==> config.mk <==
export PLATFORM = sky130hd
export DESIGN_NAME = uart_rx
export DESIGN_NICKNAME = d
export VERILOG_FILES = /design/src/rtl/uart_pkg.sv /design/src/rtl/bit_synchronizer.sv /design/src/rtl/uart_rx.sv
export SDC_FILE = /design/constraint.sdc
export NUM_CORES = 1
export LEC_CHECK = 0
export BUFFER_PORTS_ARGS = -buffer_cell sky130_fd_sc_hd__buf_2
export CORE_MARGIN = 1
export CORE_UTILIZATION = 59
export CTS_CLUSTER_DIAMETER = 60
export DETAILED_ROUTE_END_ITERATION = 7
export GPL_TIMING_DRIVEN = 0
export PLACE_DENSITY_LB_ADDON = 0.05
export SYNTH_ARGS = -nofsm -noshare
export SYNTH_HDL_FRONTEND = slang
export SYNTH_SLANG_ARGS = --single-unit
export TNS_END_PERCENT = 1
==> constraint.sdc <==
create_clock -name clk_i -period 2.7 [get_ports clk_i]
set_input_delay 0.54 -clock clk_i [delete_from_list [all_inputs] [get_ports clk_i]]
set_output_delay 0.54 -clock clk_i [all_outputs]
set_load 0.05 [all_outputs]
==> src/rtl/uart_pkg.sv <==
// Shared UART definitions: receiver state encoding, frame geometry and the bit-vote helper.
package uart_pkg;

  localparam int UART_DATA_BITS = 8;

  typedef enum logic [2:0] {
    WAIT_IDLE = 3'd0,
    IDLE      = 3'd1,
    START     = 3'd2,
    DATA      = 3'd3,
    STOP      = 3'd4
  } rx_state_t;

  function automatic logic majority3(input logic a, input logic b, input logic c);
    return (a & b) | (a & c) | (b & c);
  endfunction

endpackage

==> src/rtl/bit_synchronizer.sv <==
// Multi-flop synchronizer for a single asynchronous bit; reset value is a parameter so
// an idle-high line does not look like an edge when reset is released.
module bit_synchronizer #(
  parameter int   STAGES    = 2,
  parameter logic RESET_VAL = 1'b1
) (
  input  logic clk_i,
  input  logic reset_i,
  input  logic d_i,
  output logic q_o
);

  if (STAGES < 2) begin : g_bad_stages
    $error("bit_synchronizer: STAGES must be >= 2");
  end

  logic [STAGES-1:0] sync_q;

  always_ff @(posedge clk_i) begin
    if (reset_i) begin
      sync_q <= {STAGES{RESET_VAL}};
    end else begin
      sync_q <= {sync_q[STAGES-2:0], d_i};
    end
  end

  assign q_o = sync_q[STAGES-1];

endmodule

==> src/rtl/uart_rx.sv <==
// 8N1 UART receiver: synchronized input, three-sample majority vote per bit,
// valid/ready byte output with framing, break and sticky overrun reporting.
module uart_rx
  import uart_pkg::*;
#(
  parameter int CLKS_PER_BIT = 15,
  parameter int SYNC_STAGES  = 2
) (
  input  logic                      clk_i,
  input  logic                      reset_i,
  input  logic                      uart_rx_i,
  output logic [UART_DATA_BITS-1:0] data_o,
  output logic                      data_valid_o,
  input  logic                      data_ready_i,
  output logic                      framing_error_o,
  output logic                      break_o,
  output logic                      overrun_o,
  input  logic                      overrun_clear_i,
  output logic                      busy_o,
  output rx_state_t                 state_o
);

  if (CLKS_PER_BIT < 6) begin : g_bad_cpb
    $error("uart_rx: CLKS_PER_BIT must be >= 6");
  end

  localparam int CNT_W = $clog2(CLKS_PER_BIT);
  localparam int IDX_W = $clog2(UART_DATA_BITS);
  localparam int MID   = CLKS_PER_BIT / 2;

  localparam logic [CNT_W-1:0] CNT_LAST = CNT_W'(CLKS_PER_BIT - 1);
  localparam logic [CNT_W-1:0] SAMP_0   = CNT_W'(MID - 1);
  localparam logic [CNT_W-1:0] SAMP_1   = CNT_W'(MID);
  localparam logic [CNT_W-1:0] VOTE_AT  = CNT_W'(MID + 1);
  localparam logic [IDX_W-1:0] IDX_LAST = IDX_W'(UART_DATA_BITS - 1);

  rx_state_t                 state_q, state_d;
  logic                      rx_s;
  logic                      rx_prev_q;
  logic                      fall;
  logic [CNT_W-1:0]          bit_cnt_q;
  logic [IDX_W-1:0]          bit_idx_q;
  logic [1:0]                samp_q;
  logic [UART_DATA_BITS-1:0] shift_q;
  logic                      cnt_last;
  logic                      at_vote;
  logic                      vote;
  logic                      shift_en;
  logic                      byte_done;
  logic                      frame_bad;

  bit_synchronizer #(
    .STAGES   (SYNC_STAGES),
    .RESET_VAL(1'b1)
  ) u_rx_sync (
    .clk_i  (clk_i),
    .reset_i(reset_i),
    .d_i    (uart_rx_i),
    .q_o    (rx_s)
  );

  assign fall     = ~rx_s & rx_prev_q;
  assign cnt_last = (bit_cnt_q == CNT_LAST);
  assign at_vote  = (bit_cnt_q == VOTE_AT);
  // Two stored samples plus the live one form the third sample at MID+1.
  assign vote     = majority3(samp_q[0], samp_q[1], rx_s);

  always_ff @(posedge clk_i) begin
    if (reset_i) begin
      state_q <= WAIT_IDLE;
    end else begin
      state_q <= state_d;
    end
  end

  always_comb begin
    state_d = state_q;
    unique case (state_q)
      WAIT_IDLE: if (rx_s) state_d = IDLE;
      IDLE:      if (fall) state_d = START;
      START: begin
        if (at_vote && vote) begin
          state_d = IDLE;
        end else if (cnt_last) begin
          state_d = DATA;
        end
      end
      DATA:      if (cnt_last && (bit_idx_q == IDX_LAST)) state_d = STOP;
      STOP:      if (at_vote) state_d = vote ? IDLE : WAIT_IDLE;
      default:   state_d = WAIT_IDLE;
    endcase
  end

  always_comb begin
    busy_o    = (state_q != IDLE);
    shift_en  = (state_q == DATA) && at_vote;
    byte_done = (state_q == STOP) && at_vote && vote;
    frame_bad = (state_q == STOP) && at_vote && !vote;
  end

  assign state_o = state_q;

  // Counter is parked at 0 outside a frame so the first START cycle sees cnt=0.
  always_ff @(posedge clk_i) begin
    if (reset_i) begin
      rx_prev_q <= 1'b1;
      bit_cnt_q <= '0;
      bit_idx_q <= '0;
      samp_q    <= 2'b11;
      shift_q   <= '0;
    end else begin
      rx_prev_q <= rx_s;

      if ((state_q == IDLE) || (state_q == WAIT_IDLE) || cnt_last) begin
        bit_cnt_q <= '0;
      end else begin
        bit_cnt_q <= bit_cnt_q + CNT_W'(1);
      end

      if (state_q != DATA) begin
        bit_idx_q <= '0;
      end else if (cnt_last) begin
        bit_idx_q <= bit_idx_q + IDX_W'(1);
      end

      if (bit_cnt_q == SAMP_0) samp_q[0] <= rx_s;
      if (bit_cnt_q == SAMP_1) samp_q[1] <= rx_s;

      if (shift_en) begin
        shift_q <= {vote, shift_q[UART_DATA_BITS-1:1]};
      end
    end
  end

  // Handshake: data_valid_o rises when a byte loads and stays high, with data_o stable,
  // until a cycle with data_valid_o && data_ready_i; a load in that same cycle keeps it
  // high with the new byte. A load while valid and not ready overwrites data_o and sets overrun.
  always_ff @(posedge clk_i) begin
    if (reset_i) begin
      data_o          <= '0;
      data_valid_o    <= 1'b0;
      framing_error_o <= 1'b0;
      break_o         <= 1'b0;
      overrun_o       <= 1'b0;
    end else begin
      framing_error_o <= frame_bad;
      break_o         <= frame_bad && (shift_q == '0);

      if (byte_done) begin
        data_o       <= shift_q;
        data_valid_o <= 1'b1;
      end else if (data_valid_o && data_ready_i) begin
        data_valid_o <= 1'b0;
      end

      if (byte_done && data_valid_o && !data_ready_i) begin
        overrun_o <= 1'b1;
      end else if (overrun_clear_i) begin
        overrun_o <= 1'b0;
      end
    end
  end

endmodule

# Word-level counts from Yosys, hierarchy flattened
# Index checks and enable logic that the tools add are counted.
# classes
n_lt_le_gt_ge,0
n_shift,0
reduce_logical,21
n_bitwise,7
div,0
n_addsub,2
n_mul,0
muxes,12
eq_ne,16
# op_table
cell,n
$mux 3,6
$pmux 3 s5,1
$logic_and 1x1->1,10
$eq 4x3->1 const B,2
$eq 4x4->1 const B,2
$logic_not 8->1,1
$eq 3x2->1 const B,2
$eq 3x3->1 const B,2
$ne 2x2->1 const B,3
$mux 1,5
$reduce_and 5->1,1
$add 4x1->4 const B,1
$and 1x1->1,4
$reduce_bool 2->1,2
$reduce_or 2->1,2
$add 3x1->3 const B,1
$eq 3x1->1 const B,1
$logic_not 3->1,1
$ne 3x1->1 const B,1
$ne 3x2->1 const B,1
$ne 3x3->1 const B,1
$logic_not 1->1,2
$logic_or 1x1->1,2
$ne 2x1->1 const B,1
2 further kinds,3
# word_totals
latch_bits,0
output_inout_bits,16
wordCells,71
memories,0
regBits,35
ramBits,0
rom_bits,0

# Logic depth before layout (Yosys ltp)
# Gate-level depths: netlist of the first run.
# logic_depth
word_depth,7
ltp_mapped,7

# Cells and area by module
# Synthesis of the first run repeated with hierarchy kept, for this count alone.
# unflattened
cells_unflattened,144
area_unflattened_um2,1417.6
# by_module_without_submodules
module,n_inst,area_per_inst_um2,cells_per_inst
uart_rx,1,1365.1,140
bit_synchronizer,1,52.6,4

# Worst setup path after synthesis of the first run
# No wires, ideal clock.
# synth_path
path_kind,flip-flop to flip-flop
start,register state_q[2] (netlist: state_o[2])
end,register state_q[0] (netlist: state_o[0])
path_slack_ps,781
n_path_buf,1
path_stages_with_launch,6
arrival_ps,1798
required_ps,2579
setup_time_ps,121
cell_sequence,dfxtp_1 -> buf_2 -> nand4b_1 -> a32oi_1 -> o311ai_4 -> mux2_4
# synth_between
elab_chain_cells,3
word_cells_on_any_way,12
# synth_rtl
item,line_no,text
"start, declared",uart_rx.sv:37,"rx_state_t state_q, state_d;"
"start signal, assigned",uart_rx.sv:72,state_q <= state_d;
$eq 3x2->1 (tied with other cells),uart_rx.sv:78,unique case (state_q)
$ne 3x3->1 (no source line) (tied with other cells),n/a,
$reduce_and 5->1 (no source line),n/a,
# Parallel ways exist; a longest one is shown, timed or not.
# A chain may end at the register's enable or synchronous reset.

# Worst setup path in the final report of the first run
# layout_path
start,register bit_cnt_q[0]
end,register state_q[0] (netlist: state_o[0])
# layout_between
elab_chain_cells,4
word_cells_on_any_way,10
# layout_rtl
item,line_no,text
"start, declared",uart_rx.sv:41,logic [CNT_W-1:0] bit_cnt_q;
"start signal, assigned",uart_rx.sv:117,bit_cnt_q <= bit_cnt_q + CNT_W'(1);
"$eq 4x4->1, on equally long branches","uart_rx.sv:64, uart_rx.sv:63",
"$logic_and 1x1->1, on equally long branches","uart_rx.sv:82, uart_rx.sv:88",
$ne 3x3->1 (no source line) (tied with other cells),n/a,
$reduce_and 5->1 (no source line) / $pmux 3 s5 (equally long branches),n/a,
# Parallel ways exist; a longest one is shown, timed or not.

==> results.json, run 1 <==
{
  "outcome": "complete, no violations",
  "holdPathStages": 2,
  "clk_latency_ps": 330,
  "die_w_um": 51.36,
  "port_buffers": 20,
  "finalHoldViolCount": 0,
  "drt-initial-drc-count": 9,
  "critPathMaxFanout": 4,
  "async_reset_ff_frac": 0,
  "wl_um": 2461,
  "netlist_area_um2": 1438,
  "synth-main-ff-cell": "dfxtp_1",
  "synth_seq_area_share": 0.4874,
  "drive_gt1_frac": 0.2081,
  "rows": 17,
  "synth_edf_count": 0,
  "cts_root_buffer": "clkbuf_4",
  "critPathKind": "flop to flop",
  "irDropWorstVdd_mv": 0.6024,
  "die_area_um2": 2638,
  "min_period_ps": 1993,
  "ios": 21,
  "min_path_type": "input pin to flop",
  "ys_warn_count": 0,
  "seq_area_um2": 700.7,
  "cts.sinks": 35,
  "vias": 1064,
  "clockBufferDepth": 2,
  "grt_pass1_vias": 956,
  "timing.hold.ws_ps": 390.3,
  "power_per_cell_area_nw_per_um2": 681.4,
  "track_usage": 0.2175,
  "drc_errors": 0,
  "ant_nets": 0,
  "ctsHoldBuffers": 0,
  "dr.pass1.iters": 4,
  "grt_start_max_net_pins": 12,
  "synth_fp_nets": 155,
  "p_leak_nw": 0.7490,
  "finClkSkew_ps": 15.22,
  "ff2ff_path_depth": 6,
  "slew_headroom": 0.6780,
  "antenna_cells": 0,
  "fill_cells": 198,
  "core_um2": 2255,
  "finalMaxSlewViolations": 0,
  "cts.clk_slew.worst_paths_ps": 100,
  "syn_inst": 145,
  "cts_resized": 0,
  "end_kind": "flop",
  "crit_required_ps": 2920,
  "fin_crit_sh": 0.7381,
  "crit_arrival_ps": 2210,
  "synth.distinct_cells": 35,
  "syn_avg_cell_area_um2": 9.915,
  "rsz0062_at_grt": "no",
  "multi_input_area_um2": 684.4,
  "tritoncts": "yes",
  "setup_viol_count_final": 0,
  "tns_ps": 0,
  "htreeDepth": 2,
  "clock.fmax_mhz": 501.8,
  "grt-ovfl-total": 0,
  "via_per_inst": 5.294,
  "fp.dieH_um": 51.36,
  "syn_to_final_growth_pct": 13.14,
  "cts_made_buffers": 5,
  "start_util": 0.6376,
  "ys_seq_elements": 35,
  "grt_pass1_wl_um": 4133,
  "finalNetCount": 182,
  "postCtsSetupRepairBufs": 0,
  "cap_violations": 0,
  "place_congestion": 0.7532,
  "place_hpwl_um": 1810,
  "antenna_found_initial": 0,
  "worst_pin_slew_ps": 482.9,
  "critPathLaunchType": "flop",
  "avgRoutedWirePerCell_um": 12.24
}
==> cell usage after synthesis (2+ instances only) <==
cell       n  share of area
ha_1       5          0.044
nand3_1    3          0.010
nor2_1    25          0.065
mux2i_1   20           0.14
or2_2      3          0.013
nor4_1     2         0.0087
inv_1      7          0.018
and3_1     2         0.0087
clkbuf_1   3         0.0078
nand2_1    8          0.021
xnor2_1    2          0.012
dfxtp_1   35           0.49
nand2b_1   3          0.013
a21oi_1    2         0.0070
buf_2      3          0.010
nor2b_1    3          0.013
==> flip-flops by register name (all words and copies together) (netlist names) <==
name	count
data_o	8
shift_q	8
bit_cnt_q	4
bit_idx_q	3
state_o	3
samp_q	2
u_rx_sync.sync_q	2
break_o	1
data_valid_o	1
framing_error_o	1
overrun_o	1
rx_prev_q	1
==> final cells by class <==
cell class / count / area share
Buffer: 6 / 0.01615
Clock buffer: 6 / 0.02538
Clock inverter: 2 / 0.007692
Inverter: 7 / 0.01615
Multi-Input combinational cell: 97 / 0.4208
Sequential cell: 35 / 0.4308
Tap cell: 28 / 0.02154
Timing Repair Buffer: 20 / 0.06154
==> cell usage in the layout (no fill, tap or decap), types with 2 or more instances in the layout <==
| master | count |
|---|---|
| nor4_1 | 2 |
| clkbuf_1 | 4 |
| nand3_1 | 3 |
| or2_2 | 3 |
| clkbuf_4 | 5 |
| buf_2 | 23 |
| nand2b_1 | 3 |
| nor2_1 | 25 |
| nor2b_1 | 3 |
| xnor2_1 | 2 |
| mux2i_1 | 20 |
| dfxtp_1 | 35 |
| ha_1 | 5 |
| a21oi_1 | 2 |
| nand2_1 | 8 |
| and3_1 | 2 |
| inv_1 | 7 |
==> metrics by stage <==
stage	setup slack, ps	instance area, um^2	instances	utilization	power (mW)
after floorplan	780.6	1438	145	-	0.7965
after global placement	778.6	1573	193	0.6976	0.8419
after detailed placement	734.5	1573	193	0.6976	0.8492
after CTS	717.5	1627	201	0.7214	1.117
after global routing	619.0	1627	201	0.7214	1.162
final	707.1	1627	201	0.7214	1.108
==> path summary, 6_finish.rpt <==
path	slack, ps	start	endpoint
hold / removal	390	uart_rx_i	u_rx_sync.sync_q[0]$_SDFF_PP1_
setup reg to reg	710	bit_cnt_q[0]$_SDFF_PP0_	state_o[0]$_SDFFE_PP0P_
setup / recovery	710	bit_cnt_q[0]$_SDFF_PP0_	state_o[0]$_SDFFE_PP0P_
hold reg to reg	420	u_rx_sync.sync_q[0]$_SDFF_PP1_	u_rx_sync.sync_q[1]$_SDFF_PP1_
==> critical path, stage by stage (launching register included) <==
cell and delay, ps:
dfxtp_1 390, inv_1 80, ha_1 210, and3b_1 210
a211o_1 350, o311ai_4 310, mux2_4 330
==> power breakdown <==
part / switching [mW] / total (mW) / internal [mW]
Clock: 0.169 / 0.270 / 0.100
Sequential: 0.0266 / 0.565 / 0.538
Combinational: 0.173 / 0.273 / 0.101
==> cell families (layout without fill, tap and decap cells) <==
group | after synthesis | after routing | share of synthesized area
and+or+nand+nor | 58 | 58 | 0.1976
DFF | 35 | 35 | 0.4874
muxes | 21 | 21 | 0.1497
buffers and inverters | 13 | 41 | 0.03655
AOI/OAI and AO/OA | 9 | 9 | 0.05919
adders and majority gates | 6 | 6 | 0.05135
xor gates and xnor gates | 3 | 3 | 0.01828
==> routing by layer <==
metal  vias up  GRT usage  routed length [um]
li1        540          -                   -
met3         5    0.07143                  98
met2        21     0.3312                1126
met4         0     0.1081                  34
met5         -          0                   0
met1       498     0.2732                1202
(Power assumes the default switching activity.)
==> run 2, diff against run 1 <==
ABC_AREA = 1   (was default)
CORE_UTILIZATION = 55   (was 59)
clock period = 1.95 ns   (was 2.7 ns; I/O delays follow)
==> run 2 against run 1 <==
Net effect: synthesized cell count is 29% higher; critical path depth down 3; register-to-register slack lost 300 ps; clock skew down 12 ps; final cell count increased by 21%; utilization fell by 6.4 points; flip-flop and latch count stayed put.
==> results.json, run 2 <==
{
  "outcome": "complete, no violations",
  "swShare": 0.3650,
  "worst_pin_slew_ps": 389.4,
  "finalNetCount": 224,
  "avgRoutedWirePerCell_um": 11.65,
  "finClkSkew_ps": 3.195,
  "min_period_ps": 1698,
  "die_w_um": 53.35,
  "end_kind": "primary output",
  "cp_num_buf_inv": 1,
  "synth_fp_nets": 197,
  "drt-initial-drc-count": 9,
  "clockBufferDepth": 2,
  "post-route-util": 0.6576,
  "max_stage_delay_ps": 490,
  "pwr-share-clk": 0.219,
  "port_buffers": 20,
  "wl_um": 2830,
  "final_common_cell": "nor2_1",
  "ys_warn_count": 0,
  "syn_to_final_growth_pct": 12.34,
  "reg_top3": "data_o x8, shift_q x8, bit_cnt_q x4",
  "rsz0062_at_grt": "no",
  "slew_headroom": 0.7404,
  "htreeDepth": 2,
  "p_int_uw": 995.2,
  "postCtsSetupRepairBufs": 0,
  "power_per_cell_area_nw_per_um2": 962.0,
  "p_leak_nw": 0.8276,
  "place_congestion": 0.8172,
  "yosysMostFrequentCell": "nor2_1",
  "finalMaxSlewViolations": 0,
  "setup_viol_count_final": 0,
  "critPathLaunchType": "flop",
  "track_usage": 0.2336,
  "critPathKind": "flop to primary output",
  "cts.sinks": 35,
  "die_area_um2": 2846,
  "cp_cell_sequence": "nor2_1 -> nand2_1 -> buf_2",
  "cp_slowest_cell": "dfxtp_1",
  "crit_family": "flip-flops",
  "netlist_area_um2": 1450,
  "dr.pass1.iters": 4,
  "crit_required_ps": 1560,
  "cts_root_buffer": "clkbuf_4",
  "final_cell_mix": "nor2_1, dfxtp_1, buf_2, inv_1, o21ai_0",
  "drc_errors": 0,
  "start_util": 0.5854,
  "synthTopCellsByArea": "dfxtp_1, nor2_1, o21ai_0",
  "ios": 21,
  "tritoncts": "yes",
  "switchingPower_uw": 572.0,
  "place_hpwl_um": 2180,
  "synth-main-ff-cell": "dfxtp_1",
  "tns_ps": 0,
  "irDropWorstVdd_mv": 0.8741,
  "synth_common_cells": "nor2_1, dfxtp_1, inv_1, o21ai_0, nand2_1",
  "min_path_type": "input pin to flop",
  "async_reset_ff_frac": 0,
  "ctsHoldBuffers": 0,
  "rows": 18,
  "vias": 1261,
  "cap_violations": 0,
  "seqPwrFrac": 0.508,
  "core_um2": 2477,
  "antenna_cells": 0,
  "grt_pass1_wl_um": 4643,
  "comb_power_share": 0.273,
  "finalHoldViolCount": 0,
  "synth.distinct_cells": 26,
  "drive_gt1_frac": 0.1784,
  "cts.clk_slew.worst_paths_ps": 90,
  "cts_made_buffers": 5,
  "clk_latency_ps": 330,
  "ys_seq_elements": 35,
  "via_per_inst": 5.189,
  "critPathMaxFanout": 8,
  "fin_crit_sh": 0.8706,
  "ant_nets": 0,
  "syn_avg_cell_area_um2": 7.755,
  "synth_seq_area_share": 0.4832,
  "antenna_found_initial": 0,
  "crit_arrival_ps": 1310,
  "synth_edf_count": 0,
  "synth_top_cell_by_area": "dfxtp_1",
  "grt_start_max_net_pins": 11,
  "cts_resized": 0,
  "grt_pass1_vias": 1114,
  "fill_cells": 236,
  "synth_top_area_share": 0.4832,
  "clock.fmax_mhz": 589.0,
  "fp.dieH_um": 53.35,
  "grt-ovfl-total": 0,
  "syn_inst": 187
}
-- run 2: path summary, 6_finish.rpt --
path                             startpoint                        endpoint  slack [ps]  cells past startpoint
min reg2reg  u_rx_sync.sync_q[0]$_SDFF_PP1_  u_rx_sync.sync_q[1]$_SDFF_PP1_         420                      1
max                 state_o[2]$_SDFFE_PP0P_                          busy_o         250                      3
max reg2reg         bit_cnt_q[0]$_SDFF_PP0_         state_o[1]$_SDFFE_PP0P_         410                      9
min                               uart_rx_i  u_rx_sync.sync_q[0]$_SDFF_PP1_         240                      2
-- run 2: through the flow --
stage | cells | cell area [um^2] | hold slack, ps | power, mW | setup WS (ps)
floorplan | 187 | 1450 | 389.5 | 1.145 | 307.5
global placement | 237 | 1588 | 399.3 | 1.218 | 490.3
detailed placement | 237 | 1588 | 407.4 | 1.238 | 439.5
CTS | 243 | 1629 | 229.7 | 1.577 | 261.9
global route | 243 | 1629 | 228.3 | 1.663 | 197.5
finish | 243 | 1629 | 242.5 | 1.567 | 252.3
-- run 2: final cells by class --
type | count | area (um^2) | area share
buffer | 2 | 8.758 | 0.005376
clock buffer | 6 | 41.29 | 0.02535
inverter | 22 | 82.58 | 0.05069
multi-input combinational | 128 | 658.1 | 0.4040
sequential | 35 | 700.7 | 0.4301
tap | 30 | 37.54 | 0.02304
timing repair buffer | 20 | 100.1 | 0.06144
-- run 2: cells by family (layout without fill, tap and decap cells) --
family,count (synthesis),in the layout,share of synthesized area
simple gates,90,90,0.2899
compound gates,32,32,0.1148
buf+inv,24,50,0.06298
xor+xnor,1,1,0.006041
flops,35,35,0.4832
fa+ha+maj,5,5,0.04314
-- run 2: layer usage --
layer | global-route usage | vias to the layer above | wire length [um]
met5 | 0 | - | 0
met4 | 0.1009 | 0 | 45
met3 | 0.08621 | 6 | 94
met2 | 0.4229 | 18 | 1480
met1 | 0.2345 | 586 | 1209
li1 | - | 651 | -
-- run 2: power by group through the flow --
stage / logic, mW / clock network, mW / registers (mW)
2_1_floorplan: 0.264 / 0 / 0.880
3_3_place_gp: 0.409 / 0 / 0.809
3_5_place_dp: 0.427 / 0 / 0.811
4_1_cts: 0.428 / 0.355 / 0.795
5_1_grt: 0.470 / 0.391 / 0.802
6_report: 0.427 / 0.343 / 0.797
